<file path="src/rtl/rps_match_ctrl.sv">
// rps_match_ctrl
//   Requesting-side match controller for the rock/paper/scissors judge.
//   Collects one move per player, hands the pair to the judge, waits for a
//   result and keeps a first-to-WIN_TARGET score with a saturating tie count.
//   If the judge never answers, the controller parks in an error state.
//
// Ports
//   clk, rst_n                 clock, synchronous active-low reset
//   new_match                  pulse: clear scores/locks and start a new match
//   p1_valid/p1_move           player-1 move strobe and move (11 = invalid)
//   p2_valid/p2_move           player-2 move strobe and move (11 = invalid)
//   judge_move1/judge_move2    moves presented to the judge
//   judge_start                one-cycle start pulse to the judge
//   judge_result/judge_ready   judge answer (01 P1, 10 P2, 11 tie) and its valid
//   p1_locked/p2_locked        player move held for the current round
//   p1_score/p2_score/ties     match counters
//   last_result                most recent captured judge result
//   round_done                 one-cycle pulse while a round is being scored
//   match_over/winner          match finished and who won (01 P1, 10 P2)
//   error                      judge did not answer in time
module rps_match_ctrl #(
  parameter int WIN_TARGET = 3,
  parameter int SCORE_W    = 3,
  parameter int TIMEOUT    = 15
) (
  input  logic               clk,
  input  logic               rst_n,
  input  logic               new_match,
  input  logic               p1_valid,
  input  logic [1:0]         p1_move,
  input  logic               p2_valid,
  input  logic [1:0]         p2_move,
  output logic [1:0]         judge_move1,
  output logic [1:0]         judge_move2,
  output logic               judge_start,
  input  logic [1:0]         judge_result,
  input  logic               judge_ready,
  output logic               p1_locked,
  output logic               p2_locked,
  output logic [SCORE_W-1:0] p1_score,
  output logic [SCORE_W-1:0] p2_score,
  output logic [SCORE_W-1:0] ties,
  output logic [1:0]         last_result,
  output logic               round_done,
  output logic               match_over,
  output logic [1:0]         winner,
  output logic               error
);

  localparam int CNT_W = $clog2(TIMEOUT + 1);
  localparam logic [SCORE_W-1:0] WIN_T = SCORE_W'(WIN_TARGET);
  localparam logic [CNT_W-1:0]   TMO   = CNT_W'(TIMEOUT);

  typedef enum logic [2:0] {
    S_COLLECT,
    S_START,
    S_WAIT,
    S_SCORE,
    S_DONE,
    S_ERR
  } state_e;

  state_e             state_q, state_d;
  logic [1:0]         p1_mv_q, p1_mv_d;
  logic [1:0]         p2_mv_q, p2_mv_d;
  logic               p1_lock_q, p1_lock_d;
  logic               p2_lock_q, p2_lock_d;
  logic [1:0]         jm1_q, jm1_d;
  logic [1:0]         jm2_q, jm2_d;
  logic               js_q, js_d;
  logic [SCORE_W-1:0] p1_sc_q, p1_sc_d;
  logic [SCORE_W-1:0] p2_sc_q, p2_sc_d;
  logic [SCORE_W-1:0] tie_q, tie_d;
  logic [1:0]         last_q, last_d;
  logic [1:0]         win_q, win_d;
  logic [CNT_W-1:0]   cnt_q, cnt_d;

  // Player scores cannot wrap: the match ends as soon as one reaches WIN_T.
  logic [SCORE_W-1:0] p1_inc, p2_inc;
  assign p1_inc = p1_sc_q + SCORE_W'(1);
  assign p2_inc = p2_sc_q + SCORE_W'(1);

  function automatic logic [SCORE_W-1:0] sat_inc(input logic [SCORE_W-1:0] v);
    return (&v) ? v : v + SCORE_W'(1);
  endfunction

  always_comb begin
    state_d   = state_q;
    p1_mv_d   = p1_mv_q;
    p2_mv_d   = p2_mv_q;
    p1_lock_d = p1_lock_q;
    p2_lock_d = p2_lock_q;
    jm1_d     = jm1_q;
    jm2_d     = jm2_q;
    js_d      = 1'b0;
    p1_sc_d   = p1_sc_q;
    p2_sc_d   = p2_sc_q;
    tie_d     = tie_q;
    last_d    = last_q;
    win_d     = win_q;
    cnt_d     = cnt_q;

    if (new_match) begin
      // Same as reset, except the judge move lines keep their last values.
      state_d   = S_COLLECT;
      p1_mv_d   = 2'b00;
      p2_mv_d   = 2'b00;
      p1_lock_d = 1'b0;
      p2_lock_d = 1'b0;
      p1_sc_d   = '0;
      p2_sc_d   = '0;
      tie_d     = '0;
      last_d    = 2'b00;
      win_d     = 2'b00;
      cnt_d     = '0;
    end else begin
      case (state_q)
        S_COLLECT: begin
          if (p1_valid && (p1_move != 2'b11) && !p1_lock_q) begin
            p1_mv_d   = p1_move;
            p1_lock_d = 1'b1;
          end
          if (p2_valid && (p2_move != 2'b11) && !p2_lock_q) begin
            p2_mv_d   = p2_move;
            p2_lock_d = 1'b1;
          end
          if (p1_lock_q && p2_lock_q) begin
            jm1_d   = p1_mv_q;
            jm2_d   = p2_mv_q;
            js_d    = 1'b1;
            state_d = S_START;
          end
        end
        S_START: begin
          cnt_d   = '0;
          state_d = S_WAIT;
        end
        S_WAIT: begin
          // Count 0 is the blanking cycle while the judge clears its result.
          if ((cnt_q != '0) && judge_ready && (judge_result != 2'b00)) begin
            last_d  = judge_result;
            state_d = S_SCORE;
          end else if (cnt_q == TMO) begin
            state_d = S_ERR;
          end else begin
            cnt_d = cnt_q + CNT_W'(1);
          end
        end
        S_SCORE: begin
          p1_lock_d = 1'b0;
          p2_lock_d = 1'b0;
          state_d   = S_COLLECT;
          case (last_q)
            2'b01: begin
              p1_sc_d = p1_inc;
              if (p1_inc == WIN_T) begin
                win_d     = 2'b01;
                p1_lock_d = p1_lock_q;
                p2_lock_d = p2_lock_q;
                state_d   = S_DONE;
              end
            end
            2'b10: begin
              p2_sc_d = p2_inc;
              if (p2_inc == WIN_T) begin
                win_d     = 2'b10;
                p1_lock_d = p1_lock_q;
                p2_lock_d = p2_lock_q;
                state_d   = S_DONE;
              end
            end
            2'b11:   tie_d = sat_inc(tie_q);
            default: ;
          endcase
        end
        S_DONE:  state_d = S_DONE;
        S_ERR:   state_d = S_ERR;
        default: state_d = S_COLLECT;
      endcase
    end
  end

  always_ff @(posedge clk) begin
    if (!rst_n) begin
      state_q   <= S_COLLECT;
      p1_mv_q   <= 2'b00;
      p2_mv_q   <= 2'b00;
      p1_lock_q <= 1'b0;
      p2_lock_q <= 1'b0;
      jm1_q     <= 2'b00;
      jm2_q     <= 2'b00;
      js_q      <= 1'b0;
      p1_sc_q   <= '0;
      p2_sc_q   <= '0;
      tie_q     <= '0;
      last_q    <= 2'b00;
      win_q     <= 2'b00;
      cnt_q     <= '0;
    end else begin
      state_q   <= state_d;
      p1_mv_q   <= p1_mv_d;
      p2_mv_q   <= p2_mv_d;
      p1_lock_q <= p1_lock_d;
      p2_lock_q <= p2_lock_d;
      jm1_q     <= jm1_d;
      jm2_q     <= jm2_d;
      js_q      <= js_d;
      p1_sc_q   <= p1_sc_d;
      p2_sc_q   <= p2_sc_d;
      tie_q     <= tie_d;
      last_q    <= last_d;
      win_q     <= win_d;
      cnt_q     <= cnt_d;
    end
  end

  assign judge_move1 = jm1_q;
  assign judge_move2 = jm2_q;
  assign judge_start = js_q;
  assign p1_locked   = p1_lock_q;
  assign p2_locked   = p2_lock_q;
  assign p1_score    = p1_sc_q;
  assign p2_score    = p2_sc_q;
  assign ties        = tie_q;
  assign last_result = last_q;
  assign round_done  = (state_q == S_SCORE);
  assign match_over  = (state_q == S_DONE);
  assign winner      = win_q;
  assign error       = (state_q == S_ERR);

endmodule

</file>
<file path="config.mk">
export PLATFORM = sky130hd
export DESIGN_NAME = rps_match_ctrl
export DESIGN_NICKNAME = d
export VERILOG_FILES = /design/src/rtl/rps_match_ctrl.sv
export SDC_FILE = /design/constraint.sdc
export NUM_CORES = 1
export LEC_CHECK = 0
export CORE_UTILIZATION = 35
export DETAILED_ROUTE_END_ITERATION = 7
export DONT_BUFFER_PORTS = 1
export GPL_TIMING_DRIVEN = 0
export PLACE_DENSITY = 0.59
export SYNTH_ARGS = -nofsm -noshare
export SYNTH_HDL_FRONTEND = slang
export SYNTH_SLANG_ARGS = --single-unit
</file>
<file path="constraint.sdc">
create_clock -name clk -period 2.8 [get_ports clk]
set_clock_uncertainty 0.1 [all_clocks]
set_input_delay 0.14 -clock clk [delete_from_list [all_inputs] [get_ports clk]]
set_output_delay 0.14 -clock clk [all_outputs]
set_load 0.02 [all_outputs]
</file>
==> summary.txt, run 1 <==
Synth
  – Avg Cell Area, Syn: 9.60 sq um
  – Most common cell in the netlist: dfxtp_1
  – Register area share after synthesis: 40.4%
  – FF+latch count, synth: 31
  – Post-synth EDFFs: 0
  – Post-synth top area share: 40.4%
  – Top cell types by occurrence after synthesis: dfxtp_1 (31), nor2_1 (19), mux2i_1 (12)
  – Net count after synthesis: 183
  – Synth area leader: dfxtp_1
  – Largest cells by area after synthesis: dfxtp_1 (40%), ha_1 (9.0%), mux2i_1 (7.8%)
  – Synth cell types: 37
  – Ys flop type: dfxtp_1
  – Yosys warns: 0
  – Asr flop ratio synth: 0%
  – Synth Instances: 160
  – Mapped Area: 1540 sq um

Finish
  – Area grow syn2layout: 17.6%
  – Number of antenna diodes: 0
  – Fin area: 1810 sq um
  – Share of layout cells above drive strength 1: 9.04%
  – Final core utilization: 43.9%
  – Post-Layout Cell Count: 227
  – Final nets: 199

Timing
  – Count of final hold-check violations: 0
  – Final worst-path cycle share: 72.1%
  – Relative slew margins: 52.0%
  – Max-slew violations: 0
  – TNS Setup: 0 ps
  – RSZ-0062 raised after global routing: no
  – Max frequency: 495 MHz
  – Post-route minimum period: 2020 ps
  – Final setup vio count: 0
  – Slew @ Worst Pin: 718 ps

Clock tree
  – Worst-path clk slew: 70 ps
  – CTS buffer count: 5
  – H-tree depth: 2
  – Root buffer cell: clkbuf_8
  – Post-CTS Resized: 0
  – Clock sinks: 31
  – CTS tree: built
  – Worst-skew pair later-pin latency: 280 ps
  – CTS max path bufs: 2

Global route
  – GR Util met1: 19.3%
  – Largest net degree at the start of global routing: 11
  – Most Used Layer, Global Route: met2
  – GRT met2 Usage: 25.7%
  – GRT Util Overall: 16.2%
  – Initial antenna violation count: 0
  – Vias in the first global route: 1,235
  – GR Util met3: 6.67%
  – First-pass GRT wire length: 5490 microns
  – Total global routing overflow: 0

Critical path
  – Crit path kind: flop to flop
  – RR Startpoint: state_q[0]$_SDFFE_PP0P_
  – CP startpoint: state_q[0]$_SDFFE_PP0P_
  – RR Endpoint: judge_start$_SDFF_PP0_
  – Crit path capture type: flop
  – R2R cell count: 4
  – CP Max Fanout: 8
  – Crit start category: flop
  – WP data arrival: 2150 ps
  – Critical Path End: judge_start$_SDFF_PP0_
  – R2R Setup Slk: 780 ps
  – Worst EP required: 2930 ps

Place
  – Detailed placement HPWL: 2430 microns
  – Post-DP Area: 1600 sq um
  – Port Buffers: 0
  – Final Wtd Congestion: 0.818
  – DP Cell Count: 210

Power
  – Maximum vdd drop: 0.000325 V
  – Lkg Pwr: 0.664 nW
  – Power per cell area: 515 nW/um^2

Floorplan
  – Die H: 68.2 microns
  – Initial cell density of the core: 37.3%
  – Core Region: 4120 sq um
  – Row count: 23
  – Die area: 4660 sq um
  – Die W: 68.2 microns
  – IO Pins: 35

Routing
  – Post-route ant nets: 0
  – Via count: 1,188
  – Drt wl/cell: 14.6 microns
  – Total Wirelength: 3310 microns
  – Initial DRC Count: 37
  – Residual DRC: 0
  – Iteration count of the initial detailed-routing pass: 4
  – Via density: 5.23

Job
  – Max_cap viols: 0

Min path
  – Worst Hold Class: input pin to flop

Run status
  – Status: completed
-- repair_timing --
item	in CTS	in global routing
hold endpoints to repair	12	0
hold buffers	9	0
setup buffers	0	0
-- state kept, by name, summed over array words and instances, names as in the netlist, 2 cells and up --
| signal | count |
|---|---|
| judge_move1 | 2 |
| p2_score | 3 |
| last_result | 2 |
| winner | 2 |
| cnt_q | 4 |
| ties | 3 |
| p2_mv_q | 2 |
| state_q | 3 |
| p1_mv_q | 2 |
| p1_score | 3 |
| judge_move2 | 2 |
-- report_power, final --
group | switching (mW) | total [mW] | internal [mW] | leakage, nW
sequential | 0.00466 | 0.449 | 0.444 | 0.250
combinational | 0.0185 | 0.0352 | 0.0167 | 0.352
clock | 0.157 | 0.445 | 0.287 | 0.0612
total | 0.180 | 0.929 | 0.749 | 0.664
-- cell type report --
class	count	area, sq um
multi-input combinational	118	872
timing repair buffer	9	90.1
buffer	4	16.3
clock inverter	2	35.0
inverter	7	26.3
clock buffer	6	82.6
fill	395	2310
sequential	31	621
tap	50	62.6
-- worst max-delay path, cell delays in order, from the launching register on --
cell,delay [ps]
dfxtp_1,410
nor3_2,330
nor3b_4,410
and2_1,180
dlygate4sd3_1,530
-- cell families (layout without fill, tap and decap cells) --
kind of cell	after synthesis	count (layout)	synth area share [%]
AOI/OAI and AO/OA	24	24	11.0
xor gates and xnor gates	8	8	4.56
adders and majority gates	11	11	8.96
buffers and inverters	11	28	2.77
DFF	31	31	40.4
muxes	12	12	7.82
and+or+nand+nor	63	63	24.5
-- metrics by stage --
stage / power (mW) / hold slack [ps] / worst slack, ps
2_1_floorplan: 0.477 / 162 / 1200
3_3_place_gp: 0.483 / 166 / 1030
3_5_place_dp: 0.484 / 165 / 979
4_1_cts: 0.945 / 25.0 / 799
5_1_grt: 0.966 / 27.8 / 698
6_report: 0.929 / 32.2 / 781
-- worst min-delay path by stage --
stage | endpoint | start | cells after the start
4_1_cts | judge_move2[1]$_SDFFE_PN0P_ | new_match | 3
3_5_place_dp | judge_start$_SDFF_PP0_ | rst_n | 1
3_3_place_gp | judge_start$_SDFF_PP0_ | rst_n | 1
2_1_floorplan | judge_start$_SDFF_PP0_ | rst_n | 1
5_1_grt | cnt_q[1]$_SDFFE_PP0P_ | rst_n | 2
6_report | cnt_q[1]$_SDFFE_PP0P_ | rst_n | 2
-- metal layers --
layer | vias to the layer above | routed length (microns)
li1 | 584 | -
met1 | 573 | 1410
met2 | 23 | 1640
met3 | 8 | 217
met4 | 0 | 45
met5 | - | 0
-- layout by cell type (no fill, tap or decap), types with 2 or more instances in the layout --
cell type and n:
nand3_1 4, nand2_1 11, nand4_1 2, xnor2_1 5
xor2_1 3, nor2b_1 6, a211oi_1 3, nor2_1 19
nor3b_4 2, dfxtp_1 31, and2_1 3, clkbuf_1 3
a21oi_1 9, mux2i_1 12, nand4b_1 3, inv_1 7
nand2b_1 3, clkbuf_8 6, nor3b_2 3, o21ai_0 3
ha_1 11, dlygate4sd3_1 9
Note: power is estimated with default switching activity, not from simulation.
==> run 2: changes to the inputs <==
clock period = 2.1 ns   (was 2.8 ns; I/O delays follow)
==> summary.txt, run 2 (same netlist as run 1, synthesis figures left out) <==
Critical path
  – Crit path kind: flop to flop
  – Crit start category: flop
  – CP Max Fanout: 8 (unchanged)
  – RR Endpoint: judge_start$_SDFF_PP0_
  – R2R Setup Slk: 280 ps (-500 ps)
  – Worst EP required: 2230 ps (-700 ps)
  – RR Startpoint: state_q[0]$_SDFFE_PP0P_
  – R2R cell count: 4 (unchanged)
  – WP data arrival: 1950 ps (-200 ps)
  – Crit path capture type: flop

Timing
  – Worst hold slack: 10.9 ps (-21.3 ps)
  – Final worst-path cycle share: 86.6% (+15 points)
  – TNS Setup: 0 ps (unchanged)
  – Slew @ Worst Pin: 718 ps (-0.254 ps)
  – Count of final hold-check violations: 0 (unchanged)
  – Final setup vio count: 0 (unchanged)
  – Max frequency: 550 MHz (+11%)
  – Post-route minimum period: 1820 ps (-200 ps)
  – RSZ-0062 raised after global routing: no
  – Max-slew violations: 0 (unchanged)
  – Relative slew margins: 52.0% (about the same)

Power
  – Maximum vdd drop: 0.000432 V (+33%)
  – Comb power frac: 3.9% (about the same)
  – Int Power: 0.998 mW (+33%)
  – NetSw: 0.242 mW (+34%)
  – Lkg Pwr: 0.669 nW (+0.82%)
  – Clk pwr share: 47.8% (about the same)
  – Sw Share: 19.5% (+0.12 points)
  – Power per cell area: 684 nW/um^2 (+33%)
  – Reg power frac: 48.3% (about the same)

Floorplan
  – Die H: 68.2 microns (unchanged)
  – IO Pins: 35 (unchanged)
  – Die area: 4660 sq um (unchanged)
  – Die W: 68.2 microns (unchanged)
  – Core Region: 4120 sq um (unchanged)
  – Row count: 23 (unchanged)
  – Initial cell density of the core: 37.3% (unchanged)

Clock tree
  – Worst-path clk slew: 70 ps (about the same)
  – CTS max path bufs: 2 (unchanged)
  – CTS tree: built
  – Root buffer cell: clkbuf_8
  – Clock sinks: 31 (unchanged)
  – H-tree depth: 2 (unchanged)
  – Post-CTS Resized: 0 (unchanged)
  – CTS buffer count: 5 (unchanged)
  – Worst-skew pair later-pin latency: 280 ps (about the same)

Global route
  – Largest net degree at the start of global routing: 11 (unchanged)
  – Initial antenna violation count: 0 (unchanged)
  – GRT Util Overall: 16.3% (+0.035 points)
  – Total global routing overflow: 0 (unchanged)
  – Vias in the first global route: 1,238 (+0.24%)
  – First-pass GRT wire length: 5500 microns (+0.26%)

Min path
  – Min-delay src: p2_valid
  – Worst Hold Class: input pin to flop
  – Hold Path Sink: p2_locked$_SDFFE_PP0P_
  – Hold depth: 2 (unchanged)

Finish
  – Max FFs per register: 4 (unchanged)
  – Fin area: 1810 sq um (+0.42%)
  – Share of layout cells above drive strength 1: 9.55% (+0.51 points)
  – Final nets: 200 (+0.50%)
  – Number of antenna diodes: 0 (unchanged)
  – Area grow syn2layout: 18.1%
  – Commonest non-fill, non-tap cell in the layout: dfxtp_1
  – Largest register by flop count: cnt_q
  – Most frequent cells in the layout: dfxtp_1 (31), nor2_1 (19), mux2i_1 (12)
  – Fill cells: 393 (-0.51%)

Place
  – Final Wtd Congestion: 0.818 (unchanged)
  – Port Buffers: 0 (unchanged)
  – Detailed placement HPWL: 2430 microns (unchanged)
  – Post-DP Area: 1600 sq um (unchanged)

Job
  – Max_cap viols: 0 (unchanged)

Routing
  – Via density: 5.20 (-0.69%)
  – Via count: 1,185 (-0.25%)
  – Residual DRC: 0 (unchanged)
  – Drt wl/cell: 14.6 microns (+0.10%)
  – Initial DRC Count: 45 (+22%)
  – Iteration count of the initial detailed-routing pass: 4 (unchanged)
  – Total Wirelength: 3330 microns (+0.54%)
  – Post-route ant nets: 0 (unchanged)

Run status
  – Status: completed
==> run 2: final cells by class <==
cell class	instances	area [sq um]	share of cell area (%)
Buffer	4	16.3	0.897
Clock buffer	6	82.6	4.55
Clock inverter	2	35.0	1.93
Inverter	7	26.3	1.45
Multi-Input combinational cell	118	872	48.1
Sequential cell	31	621	34.2
Tap cell	50	62.6	3.45
Timing Repair Buffer	10	97.6	5.38
==> run 2: worst max path at each step <==
stage,slack (ps),to,start
final,280,judge_start$_SDFF_PP0_,state_q[0]$_SDFFE_PP0P_
after global routing,110,winner[0]$_SDFFE_PP0P_,state_q[0]$_SDFFE_PP0P_
after CTS,100,judge_start$_SDFF_PP0_,state_q[0]$_SDFFE_PP0P_
after detailed placement,280,winner[0]$_SDFFE_PP0P_,state_q[0]$_SDFFE_PP0P_
after global placement,330,winner[0]$_SDFFE_PP0P_,state_q[0]$_SDFFE_PP0P_
after floorplan,500,cnt_q[3]$_SDFFE_PP0P_,cnt_q[0]$_SDFFE_PP0P_
==> run 2: timing repair <==
item,4_1_cts,5_1_grt
setup buffers,0,1
endpoints found under the setup margin,0,1
hold endpoints to repair,16,0
hold buffers,9,0
==> run 2: routing by layer <==
layer	part of all wire, %	wire length [microns]	GRT usage [%]
met1	43	1450	19.3
met2	49	1630	26.0
met3	6.3	211	6.50
met4	1.3	43	6.51
met5	0	0	0
==> run 2: power by group through the flow <==
stage | registers, mW | clock network [mW] | logic (mW)
final | 0.599 | 0.593 | 0.0485
after global routing | 0.599 | 0.639 | 0.0524
after CTS | 0.598 | 0.614 | 0.0484
after detailed placement | 0.612 | 0 | 0.0335
after global placement | 0.612 | 0 | 0.0326
after floorplan | 0.610 | 0 | 0.0261
==> run 2: per-stage QoR <==
| stage | instances | utilization [%] | power [mW] | setup WS (ps) |
|---|---|---|---|---|
| floorplan | 160 | - | 0.637 | 501 |
| global placement | 210 | 38.8 | 0.644 | 334 |
| detailed placement | 210 | 38.8 | 0.645 | 279 |
| CTS | 227 | 43.9 | 1.26 | 99.3 |
| global route | 228 | 44.1 | 1.29 | 108 |
| finish | 228 | 44.1 | 1.24 | 281 |
==> run 2: worst max-delay path: stages (launching register included) <==
cell           delay [ps]
dfxtp_1               410
nor3_2                330
nor3b_4               250
and2_1                140
dlygate4sd3_1         530
